`src/rtl/mem_port_arbiter_pkg.sv`:
```
// mem_port_arbiter_pkg
//   Shared definitions for the I/D cache memory-port arbiter:
//   - default line-address and cache-line widths
//   - FSM state encoding
//   - grant selection helper for the alternating-priority build
package mem_port_arbiter_pkg;

    localparam int ADDR_W_DEF = 28;
    localparam int DATA_W_DEF = 128;

    typedef enum logic [1:0] {
        ST_IDLE   = 2'd0,
        ST_I_BUSY = 2'd1,
        ST_D_BUSY = 2'd2,
        ST_DONE   = 2'd3
    } arb_state_t;

    // Returns 1 when D should win. An uncontested requester always wins;
    // on contention the side that did not take the previous grant wins.
    function automatic logic rr_pick_d(input logic i_req,
                                       input logic d_req,
                                       input logic last_grant_d);
        return d_req && (!i_req || !last_grant_d);
    endfunction

endpackage

```
`src/rtl/mem_port_arbiter.sv`:
```
// mem_port_arbiter
//   Shares one memory port between an I-cache (line fills) and a D-cache
//   (line fills and write-backs). One transfer at a time:
//   IDLE -> grant -> I_BUSY/D_BUSY (command held until mem_ready) -> DONE
//   (one-cycle ready pulse to the granted side) -> IDLE.
//
//   Build option: ARB_ROUND_ROBIN_EN
//     undefined : fixed priority, D wins over I on every grant
//     defined   : contested grants alternate; D wins the first one
//
//   Handshake: each cache raises its request and holds it (with address /
//   data stable) until it sees its ready pulse; ready is high for exactly
//   one cycle and the returned line is only meaningful in that cycle. The
//   memory sees a command held from the first busy cycle through the cycle
//   in which it answers with a single-cycle mem_ready.
//
// Ports
//   clk, rst            clock, synchronous active-high reset
//   i_read, i_addr      I-cache fill request
//   i_rdata, i_ready    I-cache returned line / completion pulse
//   d_read, d_write     D-cache fill / write-back request (write wins if both)
//   d_addr, d_wdata     D-cache line address / write-back data
//   d_rdata, d_ready    D-cache returned line / completion pulse
//   mem_read, mem_write shared memory port command (registered)
//   mem_addr, mem_wdata shared memory port address / write data (registered)
//   mem_rdata, mem_ready memory read data / one-cycle completion
//   state_dbg           current FSM state (arb_state_t encoding)
module mem_port_arbiter
    import mem_port_arbiter_pkg::*;
#(
    parameter int ADDR_W = ADDR_W_DEF,
    parameter int DATA_W = DATA_W_DEF
) (
    input  logic              clk,
    input  logic              rst,
    input  logic              i_read,
    input  logic [ADDR_W-1:0] i_addr,
    output logic [DATA_W-1:0] i_rdata,
    output logic              i_ready,
    input  logic              d_read,
    input  logic              d_write,
    input  logic [ADDR_W-1:0] d_addr,
    input  logic [DATA_W-1:0] d_wdata,
    output logic [DATA_W-1:0] d_rdata,
    output logic              d_ready,
    output logic              mem_read,
    output logic              mem_write,
    output logic [ADDR_W-1:0] mem_addr,
    output logic [DATA_W-1:0] mem_wdata,
    input  logic [DATA_W-1:0] mem_rdata,
    input  logic              mem_ready,
    output logic [1:0]        state_dbg
);

    arb_state_t        state_q, state_d;
    logic              grant;
    logic              sel_d;
    logic              i_req, d_req;
    logic              busy;
    logic              grant_d_q;     // side owning the current transfer, 1 = D
    logic              mem_read_q, mem_write_q;
    logic [ADDR_W-1:0] addr_q;
    logic [DATA_W-1:0] wdata_q;
    logic [DATA_W-1:0] i_rdata_q, d_rdata_q;

    assign i_req = i_read;
    assign d_req = d_read | d_write;
    assign busy  = (state_q == ST_I_BUSY) || (state_q == ST_D_BUSY);

`ifdef ARB_ROUND_ROBIN_EN
    logic last_grant_d_q;  // 0 = I took the last grant

    assign sel_d = rr_pick_d(i_req, d_req, last_grant_d_q);

    always_ff @(posedge clk) begin
        if (rst) begin
            last_grant_d_q <= 1'b0;
        end else if (grant) begin
            last_grant_d_q <= sel_d;
        end
    end
`else
    assign sel_d = d_req;
`endif

    // Next-state logic. Grants happen only in IDLE, so a request still high
    // during DONE (the requester has not yet reacted to its ready pulse) is
    // never mistaken for a new one.
    always_comb begin
        state_d = state_q;
        grant   = 1'b0;
        case (state_q)
            ST_IDLE: begin
                if (i_req || d_req) begin
                    grant   = 1'b1;
                    state_d = sel_d ? ST_D_BUSY : ST_I_BUSY;
                end
            end
            ST_I_BUSY, ST_D_BUSY: begin
                if (mem_ready) begin
                    state_d = ST_DONE;
                end
            end
            ST_DONE: begin
                state_d = ST_IDLE;
            end
            default: begin
                state_d = ST_IDLE;
            end
        endcase
    end

    always_ff @(posedge clk) begin
        if (rst) begin
            state_q     <= ST_IDLE;
            grant_d_q   <= 1'b0;
            mem_read_q  <= 1'b0;
            mem_write_q <= 1'b0;
            addr_q      <= '0;
            wdata_q     <= '0;
            i_rdata_q   <= '0;
            d_rdata_q   <= '0;
        end else begin
            state_q <= state_d;
            if (grant) begin
                grant_d_q   <= sel_d;
                addr_q      <= sel_d ? d_addr : i_addr;
                // d_write takes precedence if the D side asserts both
                mem_write_q <= sel_d & d_write;
                mem_read_q  <= sel_d ? ~d_write : 1'b1;
                if (sel_d) begin
                    wdata_q <= d_wdata;
                end
            end
            // mem_ready outside a busy state is stale and ignored
            if (busy && mem_ready) begin
                mem_read_q  <= 1'b0;
                mem_write_q <= 1'b0;
                if (grant_d_q) begin
                    d_rdata_q <= mem_rdata;
                end else begin
                    i_rdata_q <= mem_rdata;
                end
            end
        end
    end

    assign mem_read  = mem_read_q;
    assign mem_write = mem_write_q;
    assign mem_addr  = addr_q;
    assign mem_wdata = wdata_q;

    assign i_ready   = (state_q == ST_DONE) && !grant_d_q;
    assign d_ready   = (state_q == ST_DONE) &&  grant_d_q;
    assign i_rdata   = i_rdata_q;
    assign d_rdata   = d_rdata_q;
    assign state_dbg = state_q;

endmodule
```
`config.mk`:
```
export PLATFORM = sky130hd
export DESIGN_NAME = mem_port_arbiter
export DESIGN_NICKNAME = d
export VERILOG_FILES = /design/src/rtl/mem_port_arbiter_pkg.sv /design/src/rtl/mem_port_arbiter.sv
export SDC_FILE = /design/constraint.sdc
export NUM_CORES = 1
export LEC_CHECK = 0
export ABC_CLOCK_PERIOD_IN_PS = 2900
export CORE_AREA = 2 2 286 288
export DETAILED_ROUTE_END_ITERATION = 16
export DIE_AREA = 0 0 288 290
export DONT_BUFFER_PORTS = 1
export SLEW_MARGIN = 20
export SYNTH_ARGS = -nofsm -noshare
export SYNTH_HDL_FRONTEND = slang
export SYNTH_SLANG_ARGS = --single-unit
```
`constraint.sdc`:
```
create_clock -name clk -period 2.9 [get_ports clk]
set_clock_uncertainty 0.05 [all_clocks]
set_input_delay 0.87 -clock clk [delete_from_list [all_inputs] [get_ports clk]]
set_output_delay 0.87 -clock clk [all_outputs]
set_load 0.01 [all_outputs]
```
; Word level (Yosys, flattened, before mapping)
; Cells that the tools add are included.
[op_classes]
bitwise_logic = 4
addsub = 0
n_shift = 0
n_div = 0
multipliers = 0
magnitude_cmp = 0
eq_ne = 5
muxes = 8
n_reduce_logical = 13
[op_table]
columns = cell, count
row1 = 28-bit 2-to-1 mux, 1
row2 = 2-bit AND reduction, 4
row3 = 2-bit 2-to-1 mux, 3
row4 = 2-bit one-hot mux with 3 select lines, 1
row5 = "2-bit == test, second input constant", 2
row6 = "2-bit != test, second input constant", 2
row7 = 2-bit OR reduction, 2
row8 = 1-bit logical AND, 3
row9 = 1-bit 2-to-1 mux, 3
row10 = "2-bit by 1-bit == test with 1-bit output, second input constant", 1
row11 = 2-bit zero test, 1
row12 = 1-bit logical OR, 2
row13 = 1-bit NOT, 2
row14 = 1-bit bitwise AND, 1
row15 = 1-bit zero test, 1
row16 = 1-bit OR, 1
[totals]
ram_bits = 0
latchBits = 0
elab_cells = 38
inputBits = 318
out_inout_bits = 418
mem_bits_ro = 0
ff_bits = 417
mem_count = 0

; Longest topological paths before layout
[logic_depth]
ltp_word = 5
ltp_mapped = 8
ltp_nobuf = 5

; Least setup slack after synthesis
; No wires, ideal clock.
[synth_timing]
path_type = input to register
start = in d_write
end = reg addr_q[10] (netlist: mem_addr[10])
arrival_ns = 1.664
path_buffers = 2
path_slack_ns = 1.095
path_stages = 4
cell_sequence = o31a_1 > buf_6 > buf_2 > a311oi_1
[synth_between]
elab_chain_cells = 4
word_cells_on_any_way = 5
cone_classes = mux: 3 / bitwise: 1 / reduce/logical: 1
[synth_rtl]
columns = item, line
row1 = start: declaration, mem_port_arbiter.sv:41  ; input logic d_write,
row2 = 1-bit OR *, mem_port_arbiter.sv:67  ; assign d_req = d_read | d_write;
row3 = 1-bit logical OR, mem_port_arbiter.sv:94  ; if (i_req || d_req) begin
row4 = 1-bit 2-to-1 mux, mem_port_arbiter.sv:94
row5 = 1-bit 2-to-1 mux, mem_port_arbiter.sv:92  ; case (state_q)
row6 = end signal: assignment, mem_port_arbiter.sv:127  ; addr_q <= sel_d ? d_addr : i_addr;
row7 = end: declaration, mem_port_arbiter.sv:62  ; logic [ADDR_W-1:0] addr_q;
; Mark *: on every way between the ends. The rest lies on a longest branch, timed or not.
; A chain may end at the register's enable or synchronous reset.

; Worst setup path in the final report
[layout_timing]
start = reg state_q[1] (netlist: state_dbg[1])
end = out i_ready
[layout_between]
elab_chain_cells = 2
[layout_rtl]
columns = item, line
row1 = start: declaration, mem_port_arbiter.sv:55  ; arb_state_t state_q, state_d;
row2 = start signal: assignment, mem_port_arbiter.sv:124  ; state_q <= state_d;
row3 = 2-bit == test, mem_port_arbiter.sv:153  ; assign i_ready = (state_q == ST_DONE) && !grant_d_q;
row4 = 1-bit logical AND, mem_port_arbiter.sv:153
row5 = end: declaration, mem_port_arbiter.sv:39  ; output logic i_ready,
; Every way passes these cells.

==> results.yml <==
clock_network:
  htree_levels: 2
  cts_made_buffers: 48
  insertion_delay_ps: 570
  cts_hold_buffers: 0
  cts_tree: "done"
  post_cts_buffers: 0
  cts_max_path_buffers: 3
  cts_resized: 0
  cts_sinks: 417
  cts.reportedPaths.clkPinSlew_ps: 60
  cts_root_buffer: "clkbuf_16"
job:
  max-cap-violations: 0
global_route:
  grt_usage_pct: 13.1
  overflow: 0
  antenna_found_initial: 6
  grt_max_degree: 418
  grt_pass1_wl_um: 82200
  grt_pass1_vias: 11841
route:
  drt_iter0_drc: 639
  ant_nets: 0
  wl_um: 58800
  route.detailed.wl_per_inst_um: 20.4
  via_per_inst: 4.30
  first_pass_iters: 5
  drc: 0
  num_vias: 12376
logic_synthesis:
  syn_inst: 1859
  synth.avg_cell_area_um2: 7.87
  synth_area_um2: 14600
  syn_nets: 2179
  synth_ff_type: "dfxtp_1"
  yosysTopAreaCell: "dfxtp_1"
  synth_seq_cells: 417
  yosysMostFrequentCell: "nand2_1"
  synth_top_area_share_pct: 57.1
  yosys-top-cells-count: "nand2_1, dfxtp_1, a21oi_1"
  synth_edf_count: 0
  yosys_warnings: 0
  ys_seq_area_share_pct: 57.1
  synth.distinct_cells: 30
  synth_area_leaders: "dfxtp_1, nand2_1, a21oi_1, buf_2, a311oi_1"
  synthArstFlopShare_pct: 0
sta:
  worstMarginPinSlew_ps: 1070
  period_share_pct: 86.6
  worst_slack_ps: 388
  rsz0062_at_grt: "false"
  period_needed_ps: 2510
  holdWs_ps: 357
  finalSetupTns_ps: 0
  hold_viol: 0
  slew-limit-headroom_pct: 28.6
  slew_violations: 0
  maxClockFrequency_ghz: 0.398
  setup_viol: 0
status:
  status: "finished, final reports clean"
floorplan:
  pin_count: 736
  fp.coreArea_um2: 80200
  fp-row-count: 104
  dieWidth_um: 288
  die_area_um2: 83500
  start_util_pct: 18.3
  die_h_um: 290
critical_path:
  rr_worst_depth: 5
  reg2reg_from: "state_dbg[0]"
  critPathLaunch: "state_dbg[1]"
  reg2reg_to: "mem_addr[2]"
  required_ps: 1980
  criticalPathCategory: "reg -> out"
  r2r_slack_ps: 560
  critPathCaptureType: "primary output"
  start_kind: "flip-flop"
  crit_fanout: 3
  worstPathArrival_ps: 1590
  endpoint: "i_ready"
power:
  ir_drop_uv: 605
  power_density_nw_per_um2: 1040
  p_leak_nw: 5.77
finish:
  fillers: 8970
  final_cells: 2875
  drive_above_1_share_pct: 5.40
  final_nets: 2104
  finalCoreUtilization_pct: 21.4
  area.growth.synth_to_final_pct: 17.4
place:
  dpl.hpwl_um: 43300
  numPortBuffers: 0
  dp_cells: 2794
  place_ws_ps: 591
  gp_congestion: 0.856
min_path:
  hp-class: "in -> reg"
## power breakdown
part	total (mW)	internal, mW	switching [mW]
registers	8.28	6.81	1.47
logic	3.46	1.09	2.37
clock network	6.05	3.59	2.46
## critical path, stage by stage, from the launching register on
cell,delay (ps)
dfxtp_1,420
ha_1,250
nor2b_1,350
## cells by family (layout without fill, tap and decap cells)
| logic type | count (synthesis) | after routing | synth area share [%] |
|---|---|---|---|
| AND/OR/NAND/NOR | 839 | 839 | 21.7 |
| AO/OA/AOI/OAI | 452 | 452 | 16.4 |
| flip-flops | 417 | 417 | 57.1 |
| buffers and inverters | 149 | 104 | 4.70 |
| adder cells (fa/ha/maj) | 2 | 2 | 0.171 |
| other | 0 | 1 | 0 |
## layout by cell type (no fill, tap or decap), drive strengths merged, types with 2 or more instances in the layout
cell type and n:
a311oi 28, nor2b 2, inv 4, clkinv 6
a21oi 386, buf 21, clkbuf 69, o21ai 29
dfxtp 417, bufinv 3, nor2 32, nand2 799
ha 2
## per-layer routing
| metal | wire length [µm] | global-route usage (%) |
|---|---|---|
| met4 | 1520 | 3.89 |
| met5 | 81 | 0 |
| met2 | 29300 | 23.5 |
| met3 | 7740 | 6.65 |
| met1 | 20200 | 13.2 |
## metrics by stage
step / power [mW] / cell area (µm²)
2_1_floorplan: 10.6 / 14600
3_3_place_gp: 11.9 / 15600
3_5_place_dp: 12.0 / 15600
4_1_cts: 18.1 / 17200
5_1_grt: 18.8 / 17200
6_report: 17.8 / 17200
## registers in the layout (all words and copies together) (netlist names)
| register | count |
|---|---|
| d_rdata | 128 |
| grant_d_q | 1 |
| i_rdata | 128 |
| mem_addr | 28 |
| mem_read | 1 |
| mem_wdata | 128 |
| mem_write | 1 |
| state_dbg | 2 |
## worst min path at each step
stage | startpoint | to | slack [ps] | cells past startpoint
2_1_floorplan | d_rdata[0] | d_rdata[0] | 430 | 2
3_3_place_gp | i_rdata[33] | i_rdata[33] | 440 | 2
3_5_place_dp | d_rdata[41] | d_rdata[41] | 440 | 2
4_1_cts | rst | mem_wdata[118] | 280 | 1
5_1_grt | rst | mem_wdata[118] | 290 | 1
6_report | rst | mem_addr[21] | 360 | 1
## final cells by class
class	count	area, µm²	share of cell area [%]
Clock inverter	11	173	1.01
Inverter	3	11.3	0.0656
Antenna cell	1	2.50	0.0146
Clock buffer	69	1390	8.10
Timing Repair Buffer	21	283	1.65
Multi-Input combinational cell	1293	5640	32.8
Tap cell	1060	1330	7.72
Sequential cell	417	8350	48.6
Note: power is estimated with default switching activity, not from simulation.
